<file path="src/rtl/uart_rx_framed.sv">
// uart_rx_framed: oversampling-free UART receiver with framing checks.
// A falling edge on the synchronized line starts a half-bit timer; the start
// bit is re-checked at its centre, then every following bit is sampled once
// per CLK_CYCLES by a down-counting bit timer. Completed frames are published
// into a one-deep holding register with valid/ack handshake.
//
// Ports:
//   clk        - single clock, rising edge
//   reset_n    - synchronous active-low reset
//   uart_rx    - asynchronous serial line, idle high
//   data       - last accepted word, LSB received first
//   valid      - data holds an unconsumed word
//   ack        - consumer strobe, clears valid
//   parity_err - parity mismatch on the word in data
//   frame_err  - a stop bit was sampled low on the word in data
//   overrun    - sticky, a completed frame was dropped because valid was held
//   busy       - receiver is inside a frame (state other than IDLE)
//
// state | meaning
// IDLE  | waiting for a falling edge on rx_s (line must have been seen high)
// START | timing to the centre of the start bit, glitch reject there
// DATA  | sampling DATA_BITS data bits, LSB first
// PAR   | sampling the parity bit (only when PARITY != 0)
// STOP  | sampling STOP_BITS stop bits; the last sample ends the frame
module uart_rx_framed #(
  parameter int CLK_CYCLES = 868,
  parameter int CTR_WIDTH  = 16,
  parameter int DATA_BITS  = 8,
  parameter int PARITY     = 0,
  parameter int STOP_BITS  = 1
) (
  input  logic                 clk,
  input  logic                 reset_n,
  input  logic                 uart_rx,
  output logic [DATA_BITS-1:0] data,
  output logic                 valid,
  input  logic                 ack,
  output logic                 parity_err,
  output logic                 frame_err,
  output logic                 overrun,
  output logic                 busy
);

  typedef enum logic [2:0] {IDLE, START, DATA, PAR, STOP} state_t;

  localparam logic [CTR_WIDTH-1:0] CTR_HALF  = CTR_WIDTH'(CLK_CYCLES / 2 - 1);
  localparam logic [CTR_WIDTH-1:0] CTR_FULL  = CTR_WIDTH'(CLK_CYCLES - 1);
  localparam logic [3:0]           LAST_DATA = 4'(DATA_BITS - 1);
  localparam logic [3:0]           LAST_STOP = 4'(STOP_BITS - 1);

  state_t                 state, state_next;
  logic [CTR_WIDTH-1:0]   ctr, ctr_next;
  logic [3:0]             bit_cnt, bit_cnt_next;
  logic                   rx_meta, rx_s;
  logic [DATA_BITS-1:0]   shreg;
  logic                   par_err_r, stop_err;
  logic                   pub_pending;
  logic                   line_idle;
  logic                   frame_start, shift_en, par_en, stop_en, frame_done;
  logic                   tick;

  assign tick = (ctr == '0);
  assign busy = (state != IDLE);

  always_ff @(posedge clk) begin
    if (!reset_n) begin
      state   <= IDLE;
      ctr     <= '0;
      bit_cnt <= '0;
    end else begin
      state   <= state_next;
      ctr     <= ctr_next;
      bit_cnt <= bit_cnt_next;
    end
  end

  always_comb begin
    state_next   = state;
    ctr_next     = ctr;
    bit_cnt_next = bit_cnt;
    frame_start  = 1'b0;
    shift_en     = 1'b0;
    par_en       = 1'b0;
    stop_en      = 1'b0;
    frame_done   = 1'b0;
    case (state)
      IDLE: begin
        if (!rx_s && line_idle) begin
          state_next = START;
          ctr_next   = CTR_HALF;
        end
      end
      START: begin
        if (tick) begin
          if (!rx_s) begin
            state_next   = DATA;
            ctr_next     = CTR_FULL;
            bit_cnt_next = '0;
            frame_start  = 1'b1;
          end else begin
            state_next = IDLE;
          end
        end else begin
          ctr_next = ctr - 1'b1;
        end
      end
      DATA: begin
        if (tick) begin
          ctr_next = CTR_FULL;
          shift_en = 1'b1;
          if (bit_cnt == LAST_DATA) begin
            bit_cnt_next = '0;
            state_next   = (PARITY != 0) ? PAR : STOP;
          end else begin
            bit_cnt_next = bit_cnt + 4'd1;
          end
        end else begin
          ctr_next = ctr - 1'b1;
        end
      end
      PAR: begin
        if (tick) begin
          ctr_next   = CTR_FULL;
          par_en     = 1'b1;
          state_next = STOP;
        end else begin
          ctr_next = ctr - 1'b1;
        end
      end
      STOP: begin
        if (tick) begin
          ctr_next = CTR_FULL;
          stop_en  = 1'b1;
          if (bit_cnt == LAST_STOP) begin
            bit_cnt_next = '0;
            state_next   = IDLE;
            frame_done   = 1'b1;
          end else begin
            bit_cnt_next = bit_cnt + 4'd1;
          end
        end else begin
          ctr_next = ctr - 1'b1;
        end
      end
      default: state_next = IDLE;
    endcase
  end

  always_ff @(posedge clk) begin
    if (!reset_n) begin
      rx_meta     <= 1'b1;
      rx_s        <= 1'b1;
      shreg       <= '0;
      par_err_r   <= 1'b0;
      stop_err    <= 1'b0;
      pub_pending <= 1'b0;
      line_idle   <= 1'b1;
      data        <= '0;
      valid       <= 1'b0;
      parity_err  <= 1'b0;
      frame_err   <= 1'b0;
      overrun     <= 1'b0;
    end else begin
      rx_meta <= uart_rx;
      rx_s    <= rx_meta;

      if (frame_start) begin
        par_err_r <= 1'b0;
        stop_err  <= 1'b0;
      end
      if (shift_en)
        shreg <= {rx_s, shreg[DATA_BITS-1:1]};
      // odd parity expects the XOR of data and parity to be 1, even expects 0
      if (par_en)
        par_err_r <= (^shreg) ^ rx_s ^ (PARITY == 1);
      if (stop_en && !rx_s)
        stop_err <= 1'b1;

      // a break leaves the line low after the frame; block re-triggering
      // until the line has been seen high again
      if (frame_done)
        line_idle <= 1'b0;
      else if (rx_s)
        line_idle <= 1'b1;

      pub_pending <= frame_done;

      if (pub_pending) begin
        if (!valid || ack) begin
          data       <= shreg;
          parity_err <= par_err_r;
          frame_err  <= stop_err;
          valid      <= 1'b1;
        end else begin
          overrun <= 1'b1;
        end
      end else if (ack && valid) begin
        valid   <= 1'b0;
        overrun <= 1'b0;
      end
    end
  end

endmodule

</file>
<file path="config.mk">
export PLATFORM = sky130hd
export DESIGN_NAME = uart_rx_framed
export DESIGN_NICKNAME = d
export VERILOG_FILES = /design/src/rtl/uart_rx_framed.sv
export SDC_FILE = /design/constraint.sdc
export NUM_CORES = 1
export LEC_CHECK = 0
export BUFFER_PORTS_ARGS = -buffer_cell sky130_fd_sc_hd__buf_2
export CAP_MARGIN = 15
export CORE_ASPECT_RATIO = 1.1
export CORE_MARGIN = 2
export CORE_UTILIZATION = 41
export CTS_CLUSTER_DIAMETER = 150
export DETAILED_ROUTE_END_ITERATION = 7
export PLACE_DENSITY_LB_ADDON = 0.1
export SYNTH_ARGS = -nofsm -noshare
export SYNTH_HDL_FRONTEND = slang
export SYNTH_SLANG_ARGS = --single-unit
</file>
<file path="constraint.sdc">
create_clock -name clk -period 6.3 [get_ports clk]
set_clock_uncertainty 0.1 [all_clocks]
set_input_delay 1.26 -clock clk [delete_from_list [all_inputs] [get_ports clk]]
set_output_delay 1.26 -clock clk [all_outputs]
set_load 0.005 [all_outputs]
</file>
== Word-level counts from Yosys, hierarchy flattened ==
Cells that the tools add are included.
Cells by class
  reduce and logical (&&, ||, !) cells: 24
  equal/unequal tests: 16
  add/sub/neg operators: 2
  muxes and demuxes: 41
  bitwise operators: 1
Operators by type and width (count)
  2-to-1 mux 16 bit: 4
  case mux 16 bit (3 select lines): 1
  2-to-1 mux 4 bit: 6
  2-to-1 mux 3 bit: 7
  2-to-1 mux 1 bit: 20
  inequality test 2 bit, second input constant: 9
  logical NOT 16 bit: 1
  subtractor 16 x 1 -> 16 bit, second input constant: 1
  case mux 3 bit (5 select lines): 1
  case mux 4 bit (3 select lines): 1
  nonzero test 3 bit: 3
  nonzero test 2 bit: 4
  parity 8 bit: 1
  AND reduction 7 bit: 1
  equality test 3 x 2 -> 1 bit, second input constant: 2
  AND reduction 2 bit: 3
  AND reduction 5 bit: 1
  adder 4 x 1 -> 4 bit, second input constant: 1
  equality test 4 x 3 -> 1 bit, second input constant: 1
  logical NOT 4 bit: 1
  equality test 3 x 1 -> 1 bit, second input constant: 1
  equality test 3 bit, second input constant: 1
  logical AND 1 bit: 3
  logical NOT 3 bit: 1
  8 further kinds: 9
Storage, ports and cells
  output and inout bits: 13
  bits of input ports: 4
  register bits after elaboration: 49
  word-level logic and storage cells: 99

== Depth between registers and ports, before layout ==
Gate-level depths: netlist (run 1).
  depth after elaboration: 5
  gate-level depth with buffers: 10
  gate-level depth less buffers: 7

== Worst setup path after synthesis (run 1) ==
No wires, ideal clock.
  kind: input-to-reg
  from: in ack
  to: reg parity_err
  setup time: 0.128 ns
  data required time: 6.072 ns
  buffers on the path: 1
  setup slack: 3.851 ns
  arrival: 2.222 ns
  stages on the path: 5
  path through: nor2b_1 -> nand2b_1 -> clkbuf_1 -> mux2i_1 -> nor2_1
On the way
  longest elaborated chain between the ends: 2
Ends and longest elaborated chain
  start: declaration: line 37  | input logic ack,
  logical OR 1 bit: line 189  | if (!valid || ack) begin
  AND reduction 2 bit (no line)
  end signal: assignment: line 191  | parity_err <= par_err_r;
  end: declaration: line 38  | output logic parity_err,
No other way between the ends.
A chain may end at the register's enable or synchronous reset.

== Worst setup path after layout (run 1) ==
  from: reg ctr[0]
  to: reg bit_cnt[3]
On the way
  longest elaborated chain between the ends: 3
  elaborated cells on any way between the ends: 5
  classes of those cells: 3 x eq/ne; 2 x reduce/logical
Ends and longest elaborated chain
  start: declaration: line 52  | logic [CTR_WIDTH-1:0] ctr, ctr_next;
  start signal: assignment: line 72  | ctr <= ctr_next;
  logical NOT 16 bit *: line 62  | assign tick = (ctr == '0);
  inequality test 2 bit (no line)
  AND reduction 5 bit (no line) *
  end signal: assignment: line 73  | bit_cnt <= bit_cnt_next;
  end: declaration: line 53  | logic [3:0] bit_cnt, bit_cnt_next;
Every way passes the cells marked *; elsewhere a longest branch is shown, timed or not.

==> impl_metrics.toml, run 1 <==
[synth]
synth_area_per_cell_um2 = 8.12
yosys.cell_types.count = 50
yosys_warnings = 0
yosys_register_bits = 49
synth_cells = 295
async_reset_ff_share_pct = 0
mappedNetlistNets = 302
post_synth_instance_area_um2 = 2400
yosysSeqAreaShare_pct = 40.9
top_ff_cell_synth = "sky130_fd_sc_hd__dfxtp_1"
number_of_flops_mapped_to_enable_cells_by_yosys = 0

[timing]
final_min_period_over_clock_period_pct = 45.5
worst_slew_pin_slew_ns = 0.918
timing.slew.headroom_pct = 38.3
finalMaxSlewViolations = 0
fmax_achieved_mhz = 349
setup_viol = 0
setup_tns_ns = 0
finalCriticalPeriod_ns = 2.87
grt_setup_unrepaired = "no"
final_hold_viol_count = 0

[route]
post_drt_via_cell_ratio = 5.46
drt_iter0_drc = 91
vias = 2068
detail_route.drc_violations = 0
drtAntennaViolNets = 0
routed_wire_length_per_instance_um = 14.0
firstDrtPassIters = 4
wirelength_um = 5320

[floorplanning]
floorplan.rows = 29
design.portCount = 17
core_region_area_um2 = 5700
chipHeight_um = 84.2
design.die.area_um2 = 6470
initial_utilization_pct = 42.1
die_width_um = 76.9

[final_layout]
final_area_um2 = 2630
final_core_util_pct = 46.1
n_antenna_cell = 0
design.final.nets = 308
post_route_cells_drive_above_1_share_pct = 10.6
area_delta_synth_final_pct = 9.56

[worst_setup_path]
critical_path_class = "reg -> reg"
arrival_ns = 3.00
critical_path_required_ns = 6.43
timing.critical_path.to_type = "flip-flop"
crit_path_max_fanout = 13
critPathLaunchType = "flip-flop"

[global_routing]
groute.usage.overall_pct = 17.0
number_of_global_route_vias_before_repair = 1920
grtUsageMet3_pct = 3.23
grt_first_pass_wirelength_um = 9010
grt_start_max_net_pins = 40
use_met2_pct = 28.5
antenna_found_initial = 0
gr-total-overflow = 0
grt_util_met1_pct = 21.9
globalRoute.busiestLayer = "met2"

[clocking]
holdBufCountCts = 0
count_of_h_tree_levels_built_during_cts = 2
tritoncts = "done"
cts-root-to-sink-buffers = 2
clk_root_buffer_cell = "sky130_fd_sc_hd__clkbuf_8"
worst_skew_pair_latency_ns = 0.30
cts_clock_pin_slew_for_the_worst_setup_and_hold_paths_ns = 0.09
cts-buffers-inserted = 5
post_cts_setup_buffer_count = 0
cts.sinks = 49
cts_repair_resize_count = 0

[power]
powerDensity_nw_per_um2 = 418
p_leak_nw = 1.03
worst_vdd_ir_mv = 0.255

[placement]
placed_cell_area_um2 = 2500
hpwlAfterDp_um = 3650
numPortBuffers = 16
gp_congestion = 0.834

[run]
max_cap_violations = 0

[hold_path]
min_path_type = "reg -> reg"

[outcome]
status = "completed"
## cell type report
cell class | count | area, µm²
Sequential cell | 49 | 981
Fill cell | 598 | 3070
Inverter | 10 | 37.5
Clock inverter | 2 | 37.5
Multi-Input combinational cell | 218 | 1300
Timing Repair Buffer | 17 | 87.6
Clock buffer | 6 | 82.6
Tap cell | 77 | 96.3
## per-layer routing
metal  wire (µm)  vias up
met4          87        0
li1            -     1071
met5           0        -
met3         150        8
met2        2420       27
met1        2660      962
## metrics by stage
step | cells | setup slack [ns] | hold slack, ns | total power (W)
after floorplan | 295 | 3.85 | 0.286 | 0.000776
after global placement | 371 | 3.54 | 0.290 | 0.000866
after detailed placement | 371 | 3.45 | 0.297 | 0.000864
after CTS | 379 | 3.42 | 0.319 | 0.00110
after global routing | 379 | 3.10 | 0.334 | 0.00118
final | 379 | 3.43 | 0.315 | 0.00110
## registers in the layout, summed over array words and instances (netlist names)
register / flops
line_idle: 1
valid: 1
parity_err: 1
pub_pending: 1
stop_err: 1
frame_err: 1
data: 8
bit_cnt: 4
par_err_r: 1
shreg: 8
rx_meta: 1
state: 3
rx_s: 1
ctr: 16
overrun: 1
## power by group
group          leakage (nW)  internal (W)  total (W)  switching [W]
logic                 0.580      0.000155   0.000468       0.000313
registers             0.397      0.000345   0.000395      0.0000496
clock network        0.0574      0.000129   0.000235       0.000106
total                  1.03      0.000629    0.00110       0.000469
## worst paths after layout
| check | startpoint | to | slack, ns | depth (start not counted) |
|---|---|---|---|---|
| worst max register to register | ctr[0]$_SDFFE_PN0P_ | bit_cnt[3]$_SDFFE_PN0P_ | 3.43 | 7 |
| worst max-delay path | ctr[0]$_SDFFE_PN0P_ | bit_cnt[3]$_SDFFE_PN0P_ | 3.43 | 7 |
| worst min-delay path | rx_meta$_SDFF_PN1_ | rx_s$_SDFF_PN1_ | 0.32 | 1 |
| worst min register to register | rx_meta$_SDFF_PN1_ | rx_s$_SDFF_PN1_ | 0.32 | 1 |
## logic make-up after synthesis
| kind of cell | count (synthesis) | share of synthesized area [%] |
|---|---|---|
| muxes | 11 | 4.65 |
| AOI/OAI and AO/OA | 71 | 18.5 |
| buffers and inverters | 28 | 4.70 |
| xor gates and xnor gates | 8 | 2.92 |
| adders and majority gates | 3 | 1.57 |
| DFF | 49 | 40.9 |
| and+or+nand+nor | 125 | 26.7 |
## synth_stat cells, types with 4 or more instances
cell                       count  share of area [%]
sky130_fd_sc_hd__dfxtp_1      49                 41
sky130_fd_sc_hd__a21oi_1      28                5.8
sky130_fd_sc_hd__a31oi_1       7                1.8
sky130_fd_sc_hd__nand2_1      36                5.6
sky130_fd_sc_hd__o21ai_0      15                3.1
sky130_fd_sc_hd__nand4_1       4                1.0
sky130_fd_sc_hd__nor2_1       27                4.2
sky130_fd_sc_hd__mux2i_1      10                4.2
sky130_fd_sc_hd__nand2b_1      9                2.3
sky130_fd_sc_hd__xnor2_1       7                2.6
sky130_fd_sc_hd__inv_1        10                1.6
sky130_fd_sc_hd__nor4_1        7                1.8
sky130_fd_sc_hd__or3_1         4                1.0
sky130_fd_sc_hd__nand3_1      10                2.1
sky130_fd_sc_hd__nor3_1       11                2.3
sky130_fd_sc_hd__clkbuf_1     13                2.0
## worst max-delay path, stage by stage, from the launching register on
cell                      delay (ns)
sky130_fd_sc_hd__dfxtp_1        0.32
sky130_fd_sc_hd__inv_1          0.10
sky130_fd_sc_hd__ha_1           0.22
sky130_fd_sc_hd__or4b_1         0.60
sky130_fd_sc_hd__nor4_4         0.55
sky130_fd_sc_hd__o21ai_2        0.23
sky130_fd_sc_hd__or4_1          0.51
sky130_fd_sc_hd__a31oi_1        0.16
## cell usage in the layout (no fill, tap or decap), types with 9 or more instances in the layout
cell	n
sky130_fd_sc_hd__a21oi_1	28
sky130_fd_sc_hd__buf_2	16
sky130_fd_sc_hd__dfxtp_1	49
sky130_fd_sc_hd__inv_1	10
sky130_fd_sc_hd__mux2i_1	10
sky130_fd_sc_hd__nand2_1	36
sky130_fd_sc_hd__nand2b_1	9
sky130_fd_sc_hd__nand3_1	10
sky130_fd_sc_hd__nor2_1	27
sky130_fd_sc_hd__nor3_1	11
sky130_fd_sc_hd__o21ai_0	15
No activity file was read; power rests on OpenSTA's default activity.
==> run 2: changes to the inputs <==
Clock period 6.3 ns to 2.4 ns, I/O delays scaled along.
==> run 2 against run 1 <==
Against the previous run:
- combinational power grew to 3.6 times the previous value
- register-to-register slack worse by 3.4 ns
- design area grew 9.7%
- sequential power rose to 2.6 times the previous value
- first-iteration DRC count increased by 16%
- core utilization up 4.5 points
- cell count is 6.9% higher
- critical path depth rose by 2
==> impl_metrics.toml, run 2 (synthesis gave the netlist of run 1 again) <==
[outcome]
status = "completed"

[power]
power_frac_seq_pct = 30.3
power.clock.fraction_pct = 18.5
tot_pwr_w = 0.00332
powerDensity_nw_per_um2 = 1150
sw_frac_of_total_pct = 40.5
comb_pwr_share_pct = 51.2
p_leak_nw = 1.17
worst_vdd_ir_mv = 0.653
internal_power_w = 0.00198
power_switching_w = 0.00134

[clocking]
cts.sinks = 49
tritoncts = "done"
cts-buffers-inserted = 5
cts-root-to-sink-buffers = 2
worst_skew_pair_latency_ns = 0.30
count_of_h_tree_levels_built_during_cts = 2
cts_clock_pin_slew_for_the_worst_setup_and_hold_paths_ns = 0.09
clk_root_buffer_cell = "sky130_fd_sc_hd__clkbuf_8"

[timing]
final_min_period_over_clock_period_pct = 97.0
finalCriticalPeriod_ns = 2.33
timing.slew.headroom_pct = 62.7
setup_viol = 0
final_hold_viol_count = 0
grt_setup_unrepaired = "yes"
fmax_achieved_mhz = 429
worst_slew_pin_slew_ns = 0.559
finalMaxSlewViolations = 0

[floorplanning]
floorplan.rows = 29
design.portCount = 17
chipHeight_um = 84.2
design.die.area_um2 = 6470
core_region_area_um2 = 5700
initial_utilization_pct = 42.1
die_width_um = 76.9

[final_layout]
most-common-layout-cells = "sky130_fd_sc_hd__dfxtp_1, sky130_fd_sc_hd__nand2_1, sky130_fd_sc_hd__a21oi_1"
post_route_cells_drive_above_1_share_pct = 20.7
biggestRegsByFlops = "ctr: 16 flops, data: 8 flops, shreg: 8 flops"
design.final.nets = 334
final_core_util_pct = 50.6
regMostFlops = "ctr"
multiInputGateArea_um2 = 1350
mostFrequentLayoutCell = "sky130_fd_sc_hd__dfxtp_1"
area_delta_synth_final_pct = 20.2
largest_reg_flops = 16
n_antenna_cell = 0
nFillCells = 575
sequential_cell_area_um2 = 983

[run]
max_cap_violations = 0

[worst_setup_path]
critical_path_required_ns = 2.54
critical_path.cell_chain = "inv_2 -> ha_4 -> or4b_4 -> nor4_4 -> buf_6 -> o21ai_4 -> buf_6 -> or3_4 -> a21oi_2"
max_stage_delay_on_crit_path_ns = 0.49
crit_path_max_fanout = 7
critPathSlowestCell = "sky130_fd_sc_hd__or4b_4"
critical_path_class = "reg -> reg"
rr_worst_depth = 9
r2r_end = "bit_cnt[0]$_SDFFE_PN0P_"
critical_path.reg2reg.startpoint = "ctr[1]$_SDFFE_PN0P_"
critPathLaunchType = "flip-flop"
timing.critical_path.to_type = "flip-flop"
worst_path_most_repeated_cell = "sky130_fd_sc_hd__buf_6"
worst-r2r-setup-slack_ns = 0.07
arrival_ns = 2.47

[placement]
hpwlAfterDp_um = 3840
numPortBuffers = 16
gp_congestion = 0.841

[route]
post_drt_via_cell_ratio = 5.28
firstDrtPassIters = 4
drt_iter0_drc = 106
detail_route.drc_violations = 0
route.layer.met1.wl_um = 2630
routed_wire_length_per_instance_um = 13.4
drtAntennaViolNets = 0
detailroute.wirelength.met3_um = 137
routed.top_layer = "met4"
vias = 2140
routed-wl-met2_um = 2590
wirelength_um = 5420

[global_routing]
grt_start_max_net_pins = 24
number_of_global_route_vias_before_repair = 1985
antenna_found_initial = 0
groute.usage.overall_pct = 18.1
gr-total-overflow = 0
grt_first_pass_wirelength_um = 9520

[hold_path]
timing.hold.worst.start = "uart_rx"
min_path_type = "in -> reg"
hold_end = "rx_meta$_SDFF_PN1_"
min_path_cells = 2
run 2: power groups by stage:
stage / registers [W] / clock network [W] / logic, W
4_1_cts: 0.00100 / 0.000638 / 0.00159
3_5_place_dp: 0.00102 / 0 / 0.00156
6_report: 0.00101 / 0.000616 / 0.00170
5_1_grt: 0.00103 / 0.000668 / 0.00189
3_3_place_gp: 0.00102 / 0 / 0.00155
2_1_floorplan: 0.00100 / 0 / 0.00103
run 2: routing by layer:
| metal | vias up | GRT usage (%) |
|---|---|---|
| met4 | 0 | 4.96 |
| met1 | 989 | 24.2 |
| met3 | 5 | 3.23 |
| met2 | 26 | 30.0 |
| li1 | 1120 | - |
| met5 | - | 0 |
run 2: final cells by class:
class / count / share of cell area (%)
flip-flops and latches: 49 / 34.1
multi-input cells: 218 / 47.0
inverters: 10 / 1.30
well taps: 77 / 3.34
clock inverters: 2 / 1.30
repair buffers: 43 / 10.1
clock buffers: 6 / 2.87
run 2: worst max-delay path by stage:
stage / depth (start not counted) / endpoint / startpoint / slack, ns
CTS: 7 / bit_cnt[3]$_SDFFE_PN0P_ / ctr[0]$_SDFFE_PN0P_ / 0.01
floorplan: 8 / bit_cnt[3]$_SDFFE_PN0P_ / ctr[0]$_SDFFE_PN0P_ / 0.09
global placement: 8 / ctr[10]$_SDFFE_PN0P_ / ctr[1]$_SDFFE_PN0P_ / 0.03
detailed placement: 7 / ctr[11]$_SDFFE_PN0P_ / ctr[0]$_SDFFE_PN0P_ / -0.03
finish: 9 / bit_cnt[0]$_SDFFE_PN0P_ / ctr[1]$_SDFFE_PN0P_ / 0.07
global route: 9 / bit_cnt[0]$_SDFFE_PN0P_ / ctr[1]$_SDFFE_PN0P_ / -0.03
run 2: critical path: cells and delay by family, from the launching register on:
kind	cells	cell delay, ns
compound gates	2	0.18
fa+ha+maj	1	0.15
flops	1	0.34
buf+inv	3	0.38
simple gates	3	1.11
run 2: repair_timing:
action | 4_1_cts | 5_1_grt
pin swaps | 0 | 5
endpoints found under the setup margin | 6 | 21
hold buffers | 0 | 0
gates resized for setup | 2 | 13
buffers inserted | 0 | 2
run 2: per-stage QoR:
stage	setup TNS [ns]	cells	setup WS [ns]	instance area [µm²]	hold WS, ns
after floorplan	0	295	0.0896	2400	0.286
after global placement	0	395	0.0348	2690	0.300
after detailed placement	-0.0692	395	-0.0259	2690	0.310
after CTS	0	403	0.0115	2820	0.255
after global routing	-0.0505	405	-0.0260	2880	0.288
final	0	405	0.0716	2880	0.263
